--- src/rtl/chan_mux_scan.sv ---
// chan_mux_scan: registered NCH-channel, WIDTH-bit multiplexer with a scan
// sequencer. In auto mode the selected channel advances every DIV cycles;
// in manual mode it follows sel_in, ignoring out-of-range values.
// Optional anti-ghosting blanking: define CHAN_MUX_SCAN_BLANK_EN to add the
// BLANK parameter, which holds onehot at zero for BLANK cycles after every
// channel change.
module chan_mux_scan #(
  parameter int WIDTH = 4,
  parameter int NCH   = 4,
  parameter int DIV   = 100000,
`ifdef CHAN_MUX_SCAN_BLANK_EN
  parameter int BLANK = 2,
`endif
  parameter int SELW  = $clog2(NCH)
) (
  input  logic                 clk,
  input  logic                 rst_n,
  input  logic                 en,
  input  logic                 mode,
  input  logic [SELW-1:0]      sel_in,
  input  logic [NCH*WIDTH-1:0] data_in,
  output logic [WIDTH-1:0]     out,
  output logic [SELW-1:0]      sel_out,
  output logic [NCH-1:0]       onehot,
  output logic                 tick,
  output logic                 valid
);

  localparam int CNTW  = $clog2(DIV);
  localparam int SELW1 = SELW + 1;

  localparam logic [CNTW-1:0]  CNT_MAX = CNTW'(DIV - 1);
  localparam logic [CNTW-1:0]  CNT_ONE = CNTW'(1);
  localparam logic [SELW-1:0]  SEL_MAX = SELW'(NCH - 1);
  localparam logic [SELW-1:0]  SEL_ONE = SELW'(1);
  localparam logic [SELW1-1:0] NCH_EXT = SELW1'(NCH);
  localparam logic [NCH-1:0]   OH_ONE  = NCH'(1);

  logic [SELW-1:0]  sel_q,    sel_d;
  logic [CNTW-1:0]  cnt_q,    cnt_d;
  logic [WIDTH-1:0] out_q,    out_d;
  logic [NCH-1:0]   onehot_q, onehot_d;
  logic             tick_q,   tick_d;
  logic             valid_q;

  // Unpacked view of the flat channel bus
  logic [WIDTH-1:0] ch [NCH];

  genvar gi;
  generate
    for (gi = 0; gi < NCH; gi++) begin : g_ch
      assign ch[gi] = data_in[gi*WIDTH +: WIDTH];
    end
  endgenerate

  // Sequencer next state: prescaler, channel select and advance pulse
  always_comb begin
    sel_d  = sel_q;
    cnt_d  = cnt_q;
    tick_d = 1'b0;
    if (en) begin
      if (mode) begin
        if (cnt_q == CNT_MAX) begin
          cnt_d  = '0;
          sel_d  = (sel_q == SEL_MAX) ? '0 : sel_q + SEL_ONE;
          tick_d = 1'b1;
        end else begin
          cnt_d = cnt_q + CNT_ONE;
        end
      end else begin
        cnt_d = '0;
        // Out-of-range selects are dropped so sel never aliases a channel
        if ({1'b0, sel_in} < NCH_EXT) begin
          sel_d = sel_in;
        end
      end
    end
  end

`ifdef CHAN_MUX_SCAN_BLANK_EN
  localparam int BLW = $clog2(BLANK + 1);
  localparam logic [BLW-1:0] BL_LOAD = BLW'(BLANK);
  localparam logic [BLW-1:0] BL_ONE  = BLW'(1);

  logic [BLW-1:0] blank_q, blank_d;

  // Blanking window: reload on every channel change, otherwise count down
  always_comb begin
    blank_d = blank_q;
    if (sel_d != sel_q) begin
      blank_d = BL_LOAD;
    end else if (blank_q != '0) begin
      blank_d = blank_q - BL_ONE;
    end
  end

  // Blanking counter register
  always_ff @(posedge clk or negedge rst_n) begin
    if (!rst_n) begin
      blank_q <= '0;
    end else begin
      blank_q <= blank_d;
    end
  end

  // Output path: data shows the new channel at once, enable waits for blanking
  always_comb begin
    out_d    = ch[sel_q];
    onehot_d = (blank_q != '0) ? '0 : (OH_ONE << sel_q);
  end
`else
  // Output path: selected data and its channel enable
  always_comb begin
    out_d    = ch[sel_q];
    onehot_d = OH_ONE << sel_q;
  end
`endif

  // State and output registers
  always_ff @(posedge clk or negedge rst_n) begin
    if (!rst_n) begin
      sel_q    <= '0;
      cnt_q    <= '0;
      out_q    <= '0;
      onehot_q <= '0;
      tick_q   <= 1'b0;
      valid_q  <= 1'b0;
    end else begin
      sel_q    <= sel_d;
      cnt_q    <= cnt_d;
      out_q    <= out_d;
      onehot_q <= onehot_d;
      tick_q   <= tick_d;
      valid_q  <= 1'b1;
    end
  end

  assign out     = out_q;
  assign sel_out = sel_q;
  assign onehot  = onehot_q;
  assign tick    = tick_q;
  assign valid   = valid_q;

endmodule
--- config.mk ---
export PLATFORM = sky130hd
export DESIGN_NAME = chan_mux_scan
export DESIGN_NICKNAME = d
export VERILOG_FILES = /design/src/rtl/chan_mux_scan.sv
export SDC_FILE = /design/constraint.sdc
export NUM_CORES = 1
export LEC_CHECK = 0
export CORE_MARGIN = 3
export CORE_UTILIZATION = 49
export DETAILED_ROUTE_END_ITERATION = 6
export PLACE_DENSITY = 0.78
export SLEW_MARGIN = 20
export SYNTH_ARGS = -nofsm -noshare
export SYNTH_HDL_FRONTEND = slang
export SYNTH_SLANG_ARGS = --single-unit
export TNS_END_PERCENT = 1
--- constraint.sdc ---
create_clock -name clk -period 2.2 [get_ports clk]
set_input_delay 0.66 -clock clk [delete_from_list [all_inputs] [get_ports clk]]
set_output_delay 0.66 -clock clk [all_outputs]
set_load 0.01 [all_outputs]
==> flow_summary.yaml <==
status:
  outcome: "completed"
floorplanning:
  placementRows: 18
  core_area_sq_um: 2610
  die_w_um: 59.9
  start_util_pct: 54.5
  io_pins: 34
  fp.dieH_um: 59.9
  dieArea_sq_um: 3590
setup_path:
  crit_family: "simple AND/OR/NAND/NOR gates"
  critPathMaxFanout: 5
  cp.required_ns: 2.45
  worstPathArrival_ns: 2.31
  critical_path_buf_inv_count: 0
  worstPathCellList: "or4b_1, or3_4, or2_4, o41ai_2, o2bb2ai_1"
  critPathKind: "flip-flop to flip-flop"
  end_kind: "flip-flop"
  worstSetupStartpointType: "flip-flop"
  cpPeakStageDelay_ns: 0.55
  crit_path_top_delay_cell: "or4b_1"
timing:
  max_freq_mhz: 485
  hold_viol_final: 0
  tns_ns: 0
  fin_skew_ns: 0.00609
  fin_crit_ns: 2.06
  rsz0062_at_grt: "false"
  timing.final.max_slew_violations: 0
  finalCritPeriodShare_pct: 93.8
  final-setup-viol-count: 0
cells_and_area:
  layout.cells.non_filler: 205
  num_antenna_cells: 0
  seqCellArea_sq_um: 726
  syn_to_final_growth_pct: 33.5
  drive_above_1_share_pct: 14.3
  final_common_cell: "clkdlybuf4s50_1"
  fill_cells: 195
  multi_input_area_sq_um: 642
  final_nets: 201
  final_cell_mix: "clkdlybuf4s50_1, dfrtp_1, nor2_1"
clocking:
  cts_buffers: 5
  cts_root_buf: "clkbuf_4"
  cts_tree: "yes"
  clk_latency_ns: 0.32
  clk_path_buf_depth: 2
  post-cts-setup-buffer-count: 0
  path_clk_slew_ns: 0.09
  cts.htree.levels: 2
  clock_sinks: 29
global_route:
  antenna_found_initial: 0
  grt_use_total_pct: 18.8
  grt_pass1_wl_um: 4900
  gr-total-overflow: 0
  grt_pass1_vias: 1086
  grt_max_degree: 30
synthesis:
  seq_area_frac_synth_pct: 51.0
  async_flop_share_pct: 100
  ys.warnings.count: 0
  synth_seq_cells: 29
  synth_edf_count: 0
  synth.distinct_cells: 38
  syn_area_sq_um: 1420
  syn_avg_cell_area_sq_um: 10.9
  synth_ff_type: "dfrtp_1"
  yosysTopAreaCellShare_pct: 51.0
  synth_nets: 158
  yosys.area.top_type: "dfrtp_1"
  synth_area_leaders: "dfrtp_1, mux4_2, nor2_1"
  syn_inst: 131
power_and_ir_drop:
  cellPowerDensity_nw_per_um2: 666
  power_leakage_nw: 0.839
  finalPower_w: 0.00126
  vdd_ir_drop_max_uv: 632
hold_path:
  worstHoldPathType: "flip-flop to flip-flop"
detailed_routing:
  detail-route-antenna-nets: 0
  totalWireLength_um: 3000
  drtIter0Drc: 29
  viasPerCell: 5.37
  firstDrtPassIters: 4
  num_vias: 1100
  drc: 0
  wl_per_cell_um: 14.6
flow_run:
  drv_cap: 0
placement:
  gp_congestion: 0.742
  placed_cells: 197
  io_buffers: 33
  dp_hpwl_um: 2180
## cell type report
class                      count  share of cell area [%]
timing repair buffer          41                    20.6
clock inverter                 1                    1.58
inverter                       5                   0.988
sequential                    29                    38.2
clock buffer                   7                    2.90
multi-input combinational     92                    33.8
tap                           30                    1.98
## worst paths after layout
| kind | start | to | slack, ns | cells after the start |
|---|---|---|---|---|
| max in group asynchronous | rst_n | valid$_DFF_PN0_ | 1.21 | 2 |
| worst min register to register | cnt_q[0]$_DFFE_PN0P_ | cnt_q[0]$_DFFE_PN0P_ | 0.52 | 1 |
| worst max-delay path | cnt_q[12]$_DFFE_PN0P_ | sel_out[0]$_DFFE_PN0P_ | 0.14 | 5 |
| worst min-delay path | cnt_q[0]$_DFFE_PN0P_ | cnt_q[0]$_DFFE_PN0P_ | 0.52 | 1 |
| worst max register to register | cnt_q[12]$_DFFE_PN0P_ | sel_out[0]$_DFFE_PN0P_ | 0.14 | 5 |
| min in group asynchronous | rst_n | onehot[2]$_DFF_PN0_ | 0.71 | 2 |
## flip-flops by register name (all words and copies together), names as in the netlist
signal	flops
cnt_q	17
onehot	4
valid	1
out	4
sel_out	2
tick	1
## routing by layer
metal	vias to the layer above	GRT usage [%]	share of wire (%)
li1	534	-	-
met1	513	22.2	42
met2	49	31.5	47
met3	4	7.99	10
met4	0	4.75	1.3
met5	-	0	0
## cells in the mapped netlist, types with 2 or more instances
cell type and number:
a21oi_1 2, dfrtp_1 29, ha_1 5, inv_1 5, mux4_2 4, nand2_1 17, nand3_1 5, nand4_1 2
nor2_1 18, nor3_1 2, o211ai_1 2, o21ai_0 3, o22ai_1 2, xnor2_1 5, xor2_1 7
## report_power, final
part           internal, W  switching, W  total [W]
Clock             0.000271      0.000179   0.000450
Sequential        0.000568     0.0000141   0.000583
Combinational     0.000136     0.0000965   0.000232
Total             0.000975      0.000290    0.00126
## worst register-to-register path, stage by stage, from the launching register on
cell       delay, ns
dfrtp_1         0.42
or4b_1          0.55
or3_4           0.38
or2_4           0.28
o41ai_2         0.21
o2bb2ai_1       0.15
## timing repair
action	in CTS	in global routing
gates resized for setup	0	2
endpoints found under the setup margin	0	13
hold buffers	0	0
## through the flow
step                utilization [%]  setup slack [ns]  hold WS [ns]  cell area (sq um)
finish                         72.7             0.137         0.518               1900
global route                   72.7            0.0521         0.544               1900
CTS                            72.7           0.00189         0.524               1900
detailed placement             69.4           -0.0742         0.512               1810
global placement               69.4           -0.0111         0.492               1810
floorplan                         -             0.274         0.364               1420
## cells by family after synthesis
| family | count (synthesis) | synth area share (%) |
|---|---|---|
| compound gates | 13 | 6.51 |
| buf+inv | 10 | 3.96 |
| mux | 5 | 7.04 |
| flops | 29 | 51.0 |
| other cells | 1 | 0.264 |
| fa+ha+maj | 5 | 4.40 |
| simple gates | 56 | 19.4 |
| xor+xnor | 12 | 7.39 |
Power figures use the tool's default switching activity.
